## src/rtl/cve2_xif_offload_ctrl.sv

```systemverilog
// XIF offload sequencer: walks one instruction through issue, commit, register and result.
// issue_valid_o follows off_req_i by one cycle; valids hold until ready, outcome pulses land one cycle after the handshake.
module cve2_xif_offload_ctrl #(
   parameter int unsigned                X_NUM_RS       = 2,
   parameter int unsigned                X_ID_WIDTH     = 4,
   parameter int unsigned                X_HARTID_WIDTH = 1,
   parameter logic [X_HARTID_WIDTH-1:0]  HARTID         = '0
) (
   input  logic                          clk_i,
   input  logic                          rst_i,

   input  logic                          off_req_i,
   input  logic [31:0]                   off_instr_i,
   input  logic [32*X_NUM_RS-1:0]        off_rs_i,
   input  logic                          off_kill_i,
   output logic                          off_busy_o,
   output logic                          off_illegal_o,
   output logic                          off_done_o,
   output logic                          wb_we_o,
   output logic [4:0]                    wb_rd_o,
   output logic [31:0]                   wb_data_o,
   output logic                          exc_o,
   output logic [5:0]                    exccode_o,
   output logic                          protocol_err_o,

   output logic                          issue_valid_o,
   input  logic                          issue_ready_i,
   output logic [31:0]                   issue_instr_o,
   output logic [X_ID_WIDTH-1:0]         issue_id_o,
   output logic [X_HARTID_WIDTH-1:0]     issue_hartid_o,
   input  logic                          issue_accept_i,
   input  logic                          issue_writeback_i,
   input  logic [X_NUM_RS-1:0]           issue_register_read_i,

   output logic                          commit_valid_o,
   output logic [X_ID_WIDTH-1:0]         commit_id_o,
   output logic                          commit_kill_o,

   output logic                          register_valid_o,
   input  logic                          register_ready_i,
   output logic [X_ID_WIDTH-1:0]         register_id_o,
   output logic [32*X_NUM_RS-1:0]        register_rs_o,
   output logic [X_NUM_RS-1:0]           register_rs_valid_o,

   input  logic                          result_valid_i,
   output logic                          result_ready_o,
   input  logic [X_ID_WIDTH-1:0]         result_id_i,
   input  logic [31:0]                   result_data_i,
   input  logic [4:0]                    result_rd_i,
   input  logic                          result_we_i,
   input  logic                          result_exc_i,
   input  logic [5:0]                    result_exccode_i
);

   typedef enum logic [2:0] {
      S_IDLE,
      S_ISSUE,
      S_COMMIT,
      S_REG,
      S_RESULT
   } state_e;

   state_e                    state_q;
   logic [X_ID_WIDTH-1:0]     id_cnt_q;
   logic [X_ID_WIDTH-1:0]     id_cnt_d;
   logic [X_ID_WIDTH-1:0]     cur_id_q;
   logic [31:0]               instr_q;
   logic [32*X_NUM_RS-1:0]    rs_q;
   logic                      kill_q;
   logic                      wb_flag_q;
   logic [X_NUM_RS-1:0]       rd_flags_q;
   logic                      issue_valid_q;
   logic                      commit_valid_q;
   logic                      commit_kill_q;
   logic                      register_valid_q;
   logic                      result_ready_q;
   logic                      illegal_q;
   logic                      done_q;
   logic                      wb_we_q;
   logic [4:0]                wb_rd_q;
   logic [31:0]               wb_data_q;
   logic                      exc_q;
   logic [5:0]                exccode_q;
   logic                      perr_q;

   assign id_cnt_d = X_ID_WIDTH'(id_cnt_q + 1'b1);

   always_ff @(posedge clk_i) begin
      if (rst_i) begin
         state_q          <= S_IDLE;
         id_cnt_q         <= '0;
         cur_id_q         <= '0;
         instr_q          <= '0;
         rs_q             <= '0;
         kill_q           <= 1'b0;
         wb_flag_q        <= 1'b0;
         rd_flags_q       <= '0;
         issue_valid_q    <= 1'b0;
         commit_valid_q   <= 1'b0;
         commit_kill_q    <= 1'b0;
         register_valid_q <= 1'b0;
         result_ready_q   <= 1'b0;
         illegal_q        <= 1'b0;
         done_q           <= 1'b0;
         wb_we_q          <= 1'b0;
         wb_rd_q          <= '0;
         wb_data_q        <= '0;
         exc_q            <= 1'b0;
         exccode_q        <= '0;
         perr_q           <= 1'b0;
      end else begin
         illegal_q <= 1'b0;
         done_q    <= 1'b0;
         wb_we_q   <= 1'b0;
         exc_q     <= 1'b0;
         if (state_q != S_IDLE && off_kill_i) begin
            kill_q <= 1'b1;
         end
         case (state_q)
            S_IDLE: begin
               if (off_req_i) begin
                  instr_q       <= off_instr_i;
                  rs_q          <= off_rs_i;
                  kill_q        <= 1'b0;
                  issue_valid_q <= 1'b1;
                  state_q       <= S_ISSUE;
               end
            end
            S_ISSUE: begin
               if (issue_ready_i) begin
                  issue_valid_q <= 1'b0;
                  id_cnt_q      <= id_cnt_d;
                  cur_id_q      <= id_cnt_q;
                  wb_flag_q     <= issue_writeback_i;
                  rd_flags_q    <= issue_register_read_i;
                  if (issue_accept_i) begin
                     // A kill in the handshake cycle itself must still reach the commit.
                     commit_valid_q <= 1'b1;
                     commit_kill_q  <= kill_q | off_kill_i;
                     state_q        <= S_COMMIT;
                  end else begin
                     illegal_q <= 1'b1;
                     state_q   <= S_IDLE;
                  end
               end
            end
            S_COMMIT: begin
               commit_valid_q <= 1'b0;
               commit_kill_q  <= 1'b0;
               if (commit_kill_q) begin
                  state_q <= S_IDLE;
               end else if (|rd_flags_q) begin
                  register_valid_q <= 1'b1;
                  state_q          <= S_REG;
               end else begin
                  result_ready_q <= 1'b1;
                  state_q        <= S_RESULT;
               end
            end
            S_REG: begin
               if (register_ready_i) begin
                  register_valid_q <= 1'b0;
                  result_ready_q   <= 1'b1;
                  state_q          <= S_RESULT;
               end
            end
            S_RESULT: begin
               if (result_valid_i) begin
                  if (result_id_i == cur_id_q) begin
                     result_ready_q <= 1'b0;
                     done_q         <= 1'b1;
                     wb_we_q        <= result_we_i & wb_flag_q & (result_rd_i != '0) & ~result_exc_i;
                     wb_rd_q        <= result_rd_i;
                     wb_data_q      <= result_data_i;
                     exc_q          <= result_exc_i;
                     exccode_q      <= result_exccode_i;
                     state_q        <= S_IDLE;
                  end else begin
                     // Stray beat is consumed; keep waiting for the matching ID.
                     perr_q <= 1'b1;
                  end
               end
            end
            default: state_q <= S_IDLE;
         endcase
      end
   end

   assign off_busy_o          = (state_q != S_IDLE);
   assign off_illegal_o       = illegal_q;
   assign off_done_o          = done_q;
   assign wb_we_o             = wb_we_q;
   assign wb_rd_o             = wb_rd_q;
   assign wb_data_o           = wb_data_q;
   assign exc_o               = exc_q;
   assign exccode_o           = exccode_q;
   assign protocol_err_o      = perr_q;

   assign issue_valid_o       = issue_valid_q;
   assign issue_instr_o       = instr_q;
   assign issue_id_o          = id_cnt_q;
   assign issue_hartid_o      = HARTID;

   assign commit_valid_o      = commit_valid_q;
   assign commit_id_o         = cur_id_q;
   assign commit_kill_o       = commit_kill_q;

   assign register_valid_o    = register_valid_q;
   assign register_id_o       = cur_id_q;
   assign register_rs_o       = rs_q;
   assign register_rs_valid_o = register_valid_q ? rd_flags_q : '0;

   assign result_ready_o      = result_ready_q;

endmodule
```

## config.mk

```make
export PLATFORM = sky130hd
export DESIGN_NAME = cve2_xif_offload_ctrl
export DESIGN_NICKNAME = d
export VERILOG_FILES = /design/src/rtl/cve2_xif_offload_ctrl.sv
export SDC_FILE = /design/constraint.sdc
export NUM_CORES = 1
export LEC_CHECK = 0
export BUFFER_PORTS_ARGS = -buffer_cell sky130_fd_sc_hd__buf_2
export CORE_ASPECT_RATIO = 1.75
export CORE_MARGIN = 2
export CORE_UTILIZATION = 41
export CTS_CLUSTER_SIZE = 12
export DETAILED_ROUTE_END_ITERATION = 10
export GPL_TIMING_DRIVEN = 0
export HOLD_SLACK_MARGIN = 0.02
export PLACE_DENSITY = 0.76
export SKIP_CTS_REPAIR_TIMING = 1
export SLEW_MARGIN = 20
export SYNTH_ARGS = -nofsm -noshare
export SYNTH_HDL_FRONTEND = slang
export SYNTH_SLANG_ARGS = --single-unit
```

## constraint.sdc

```tcl
create_clock -name clk_i -period 1.5 [get_ports clk_i]
set_input_delay 0.075 -clock clk_i [delete_from_list [all_inputs] [get_ports clk_i]]
set_output_delay 0.075 -clock clk_i [all_outputs]
set_load 0.05 [all_outputs]
```

Word level (Yosys, flattened, before mapping)
Index checks and enable logic that the tools add are counted.
Cells by class
  add/sub/neg operators: 1
  mux-type cells: 34
  reduce and logical (&&, ||, !) cells: 21
  equal/unequal tests: 14
  bitwise gates (word level): 10
Operators by type and width (number)
  2-to-1 mux 3 bit: 7
  2-to-1 mux 1 bit: 19
  inequality test 2 bit, second input constant: 9
  one-hot mux 3 bit (5 select lines): 1
  AND reduction 3 bit: 4
  one-hot mux 1 bit (2 select lines): 4
  equality test 3 x 2 -> 1 bit, second input constant: 2
  NOT 1 bit: 6
  AND reduction 6 bit: 1
  nonzero test 2 bit: 3
  nonzero test 3 bit: 2
  OR reduction 3 bit: 2
  AND reduction 5 bit: 1
  nonzero test 5 bit: 1
  adder 4 x 1 -> 4 bit, second input constant: 1
  equality test 4 bit: 1
  2-to-1 mux 2 bit: 2
  AND reduction 2 bit: 2
  AND reduction 4 bit: 1
  OR reduction 4 bit: 1
  AND 1 bit: 3
  equality test 3 x 1 -> 1 bit, second input constant: 1
  equality test 3 bit, second input constant: 1
  zero test 3 bit: 1
  4 further kinds: 4
Word-level totals
  output and inout port bits: 165
  input bits: 156
  logic and storage cells: 101
  register bits: 164

Logic depth before layout (Yosys ltp)
  word-level depth: 5
  gate-level depth with buffers: 8
  depth with buffers taken out: 4

Worst setup path before layout
OpenSTA, ideal clock, no wires.
  kind: register to register
  start: register cur_id_q[2] (netlist: commit_id_o[2])
  end: register wb_data_q[10] (netlist: wb_data_o[10])
  library setup time: 0.072 ns
  data arrival time: 1.654 ns
  slack: -0.225 ns
  clock period less this slack: 1.725 ns
  data required time: 1.428 ns
  cell stages (with the launch flop): 7
  path buffers: 2
  cell sequence: dfxtp_1 > xnor2_1 > nand4_1 > nor3_2 > buf_6 > buf_6 > mux2i_1
Between the ends
  word-level cells in the longest chain between the ends: 2
RTL lines
  start: declaration: line 66  | logic [X_ID_WIDTH-1:0] cur_id_q;
  start signal: assignment: line 133  | cur_id_q <= id_cnt_q;
  equality test 4 bit: line 169  | if (result_id_i == cur_id_q) begin
  AND reduction 3 bit (no source line)
  end signal: assignment: line 174  | wb_data_q <= result_data_i;
  end: declaration: line 81  | logic [31:0] wb_data_q;
No other way between the ends.
A chain may end at the register's enable or synchronous reset.

Final worst setup path
  start: register state_q[2]
  end: register rs_q[30] (netlist: register_rs_o[30])
Between the ends
  word-level cells in the longest chain between the ends: 2
RTL lines
  start: declaration: line 63  | state_e state_q;
  start signal: assignment: line 90  | state_q <= S_IDLE;
  start signal: assignment: line 126  | state_q <= S_ISSUE;
  start signal: assignment: line 140  | state_q <= S_COMMIT;
  zero test 3 bit: line 119  | case (state_q)
  AND reduction 2 bit (no source line)
  end signal: assignment: line 123  | rs_q <= off_rs_i;
  end: declaration: line 68  | logic [32*X_NUM_RS-1:0] rs_q;
No other way between the ends.

==> reports/summary.log <==
INFO  outcome        outcome=complete, but fails checks
INFO  outcome        violations=setup timing
INFO  timing         final.setup.worst_slack=-0.322ns
INFO  cts            cts_tree=yes
INFO  floorplanning  fp.dieW=98.2µm
INFO  finish         fin_util=0.786
INFO  hold_path      worstHoldPathCells=5
INFO  cts            cts.reportedPaths.clkPinSlew=0.07ns
INFO  grt            wire_length_of_the_first_global_routing_pass=30.0mm
INFO  worst_setup_path path_cells=buf_6, buf_6, nor3_4, and2_4, buf_12, buf_12, buf_6, clkbuf_16, nand2_4, a21oi_2
INFO  floorplanning  floorplan.die_area=16,600µm²
INFO  worst_setup_path timing.critical_path.arrival=2.15ns
INFO  hold_path      worst_hold_path_type=input pin to flop
INFO  cts            cts_max_level=4
INFO  logic_synthesis ys_warn_count=0
INFO  cts            root_buffer=sky130_fd_sc_hd__clkbuf_16
INFO  logic_synthesis synth_enable_flop_cells=0
INFO  logic_synthesis synth_top_family_by_area=simple AND/OR/NAND/NOR gates
INFO  floorplanning  floorplan.initialDensity=0.416
INFO  finish         syn2layout_area_growth=89.0%
INFO  worst_setup_path rr_worst_depth=10
INFO  place          io_buffer_count=318
INFO  place          postPlaceCellArea=8240µm²
INFO  drt            drc=0
INFO  logic_synthesis synth.most_common_cell=sky130_fd_sc_hd__nand2_1
INFO  logic_synthesis leading_area_contributor_after_synthesis=sky130_fd_sc_hd__dfxtp_1
INFO  logic_synthesis synth-compound-area-share=0.102
INFO  floorplanning  pin_count=321
INFO  worst_setup_path cp_num_cells=10
INFO  floorplanning  core_region_area=15,300µm²
INFO  pwr            power_per_cell_area=1080nW/µm²
INFO  timing         grt_setup_unrepaired=true
INFO  cts            number_of_buffers_created_by_cts=17
INFO  pwr            leakagePower=5.54nW
INFO  job            max_cap_violation_count=0
INFO  logic_synthesis synthesized_net_count=902
INFO  cts            clock_insertion_delay_worst_skew=0.43ns
INFO  finish         final_cell_count_no_fill=1,475
INFO  timing         period_minus_slack=1.82ns
INFO  cts            clock_sinks=164
INFO  pwr            irDropWorstVdd=0.804mV
INFO  drt            vias_per_cell=5.40
INFO  worst_setup_path r2r_setup_slack=-0.32ns
INFO  logic_synthesis synth_largest_type_area_fraction=0.516
INFO  logic_synthesis synth-async-reset-ratio=0
INFO  finish         fillers=857
INFO  logic_synthesis synthAdderAreaFrac=0.00196
INFO  finish         post-route-cell-area=12,000µm²
INFO  drt            antenna_left=0
INFO  logic_synthesis netlist_area=6370µm²
INFO  worst_setup_path crit-reg2reg-capture=register_rs_o[30]
INFO  worst_setup_path slowest_stage=sky130_fd_sc_hd__dfxtp_2
INFO  drt            route.vias.total=7,964
INFO  worst_setup_path worst_path_top_cell_family_by_delay=buffers and inverters
INFO  timing         setup_viol_count_final=158
INFO  timing         max-slew-margin-rel=0.416
INFO  place          gpl.final_weighted_congestion=0.845
INFO  timing         final_setup_skew=0.0170ns
INFO  drt            drt-total-wl=30.7mm
INFO  worst_setup_path most_numerous_cell_on_the_critical_path=sky130_fd_sc_hd__buf_6
INFO  logic_synthesis dominant_synthesized_flop_cell=sky130_fd_sc_hd__dfxtp_1
INFO  logic_synthesis synthSimpleGateAreaFrac=0.249
INFO  grt            aggregate_global_route_resource_usage=0.226
INFO  logic_synthesis synth.area.top_cells=sky130_fd_sc_hd__dfxtp_1 (52%), sky130_fd_sc_hd__nand2_1 (13%), sky130_fd_sc_hd__a21oi_1 (8.8%)
INFO  worst_setup_path setup.worst_path.end_class=flop
INFO  grt            initial_antenna_violation_count=2
INFO  place          hpwl=15.3mm
INFO  grt            global_route.overflow_total=0
INFO  worst_setup_path cpPeakStageDelay=0.32ns
INFO  logic_synthesis muxShareOfSynthArea=0.0711
INFO  floorplanning  die_h=169µm
INFO  finish         layout-drive-gt1-share=0.476
INFO  logic_synthesis synth_top_cells_by_count=sky130_fd_sc_hd__nand2_1 (214), sky130_fd_sc_hd__dfxtp_1 (164), sky130_fd_sc_hd__a21oi_1 (112), sky130_fd_sc_hd__nand2b_1 (89), sky130_fd_sc_hd__mux2i_1 (43)
INFO  logic_synthesis synth_cells=745
INFO  pwr            power=13.0mW
INFO  timing         worst-slew-pin-transition=0.876ns
INFO  logic_synthesis yosys_register_bits=164
INFO  timing         final_max_slew_viol_count=0
INFO  drt            detail_route.iter0.violations=468
INFO  timing         holdWs=0.0507ns
INFO  worst_setup_path worst_setup_path_start_kind=flop
INFO  timing         upper_clock_frequency_limit=549MHz
INFO  timing         hold_violations_final=0
INFO  logic_synthesis post_synth_num_cell_types=40
INFO  floorplanning  number_of_core_rows=60
INFO  drt            wl_per_cell=20.8µm
INFO  logic_synthesis synth-xor-area-share=0.00963
INFO  finish         design.final.nets=1,431
INFO  worst_setup_path critPathKind=flop to flop
INFO  cts            cts_buffer_depth=2
INFO  hold_path      hold_path_startpoint=result_we_i
INFO  grt            vias_in_the_first_global_route=6,082
INFO  worst_setup_path ff_to_ff_start=state_q[2]
INFO  drt            detail_route.first_pass.iterations=5
INFO  logic_synthesis synth_seq_area_share=0.516
INFO  logic_synthesis syn_area_per_cell=8.55µm²
INFO  worst_setup_path crit_fanout=7
INFO  worst_setup_path timing.critical_path.buf_inv=6
INFO  timing         period_utilization_post_route=1.21
INFO  worst_setup_path critPathRequiredTime=1.83ns
INFO  hold_path      min_to=wb_we_o
INFO  place          place.detailed.instances=1,249
INFO  grt            grt_max_degree=19
layout by cell type, fill, tap and decap left out, types with 10 or more instances in the layout:
cell type                       netlist  layout
sky130_fd_sc_hd__buf_12               0      14
sky130_fd_sc_hd__nand2_2              0      16
sky130_fd_sc_hd__nand2b_1            89      89
sky130_fd_sc_hd__clkbuf_1            29      17
sky130_fd_sc_hd__a21oi_1            112      39
sky130_fd_sc_hd__buf_2               17     323
sky130_fd_sc_hd__a21oi_2              0      73
sky130_fd_sc_hd__buf_8                0      10
sky130_fd_sc_hd__mux2i_1             43      42
sky130_fd_sc_hd__dfxtp_1            164     159
sky130_fd_sc_hd__buf_6                4      20
sky130_fd_sc_hd__dlygate4sd3_1        0     146
sky130_fd_sc_hd__nand2_4              0      58
sky130_fd_sc_hd__clkbuf_16            0      27
sky130_fd_sc_hd__buf_4                8      24
sky130_fd_sc_hd__nand2_1            214     139
worst reg2reg max path, cell delays in order, from the launching register on:
cell	delay [ns]
sky130_fd_sc_hd__dfxtp_2	0.32
sky130_fd_sc_hd__buf_6	0.12
sky130_fd_sc_hd__buf_6	0.12
sky130_fd_sc_hd__nor3_4	0.23
sky130_fd_sc_hd__and2_4	0.19
sky130_fd_sc_hd__buf_12	0.14
sky130_fd_sc_hd__buf_12	0.12
sky130_fd_sc_hd__buf_6	0.10
sky130_fd_sc_hd__clkbuf_16	0.15
sky130_fd_sc_hd__nand2_4	0.05
sky130_fd_sc_hd__a21oi_2	0.20
where the power goes:
group          total (mW)  switching, mW  internal (mW)
Sequential           4.77          0.180           4.59
Combinational        3.75           2.25           1.50
Clock                4.45           2.16           2.29
cell families (layout without fill, tap and decap cells):
kind of cell | count (synthesis) | in the layout
other cells | 1 | 3
compound gates | 124 | 124
xor+xnor | 7 | 7
buf+inv | 64 | 606
fa+ha+maj | 1 | 1
mux | 45 | 45
flops | 164 | 164
simple gates | 339 | 339
registers in the layout (all words and copies together), names as in the netlist, 2 cells and up:
signal,count
wb_rd_o,5
issue_id_o,4
exccode_o,6
commit_id_o,4
register_rs_o,64
wb_data_o,32
rd_flags_q,2
issue_instr_o,32
state_q,3
layer usage:
metal	up-vias	wire, µm	track usage	part of all wire
li1	3473	-	-	-
met1	3760	10300	0.230	0.34
met2	559	15900	0.420	0.52
met3	172	2380	0.0669	0.078
met4	0	2120	0.103	0.069
met5	-	0	0	0
how the worst max path moves through the flow:
stage / from / end
after CTS: state_q[1] / issue_instr_o[21]
after global placement: rst_i / register_rs_o[23]
after floorplan: state_q[2] / wb_data_o[10]
after detailed placement: rst_i / register_rs_o[24]
after global routing: state_q[0] / register_rs_o[32]
final: state_q[2] / register_rs_o[30]
layout make-up:
class,instances,area (µm²),area share
Antenna cell,2,5.00,0.000416
Sequential cell,164,3300,0.274
Timing Repair Buffer,510,3720,0.309
Clock inverter,14,161,0.0134
Buffer,59,531,0.0441
Inverter,5,26.3,0.00218
Clock buffer,18,439,0.0365
Tap cell,186,233,0.0193
Multi-Input combinational cell,517,3620,0.301
metrics by stage:
| stage | worst slack, ns | setup TNS (ns) |
|---|---|---|
| after floorplan | -0.0543 | -1.54 |
| after global placement | -0.469 | -48.63 |
| after detailed placement | -0.487 | -47.80 |
| after CTS | -0.341 | -24.77 |
| after global routing | -0.349 | -36.40 |
| final | -0.322 | -26.05 |
Note: power is estimated with default switching activity, not from simulation.
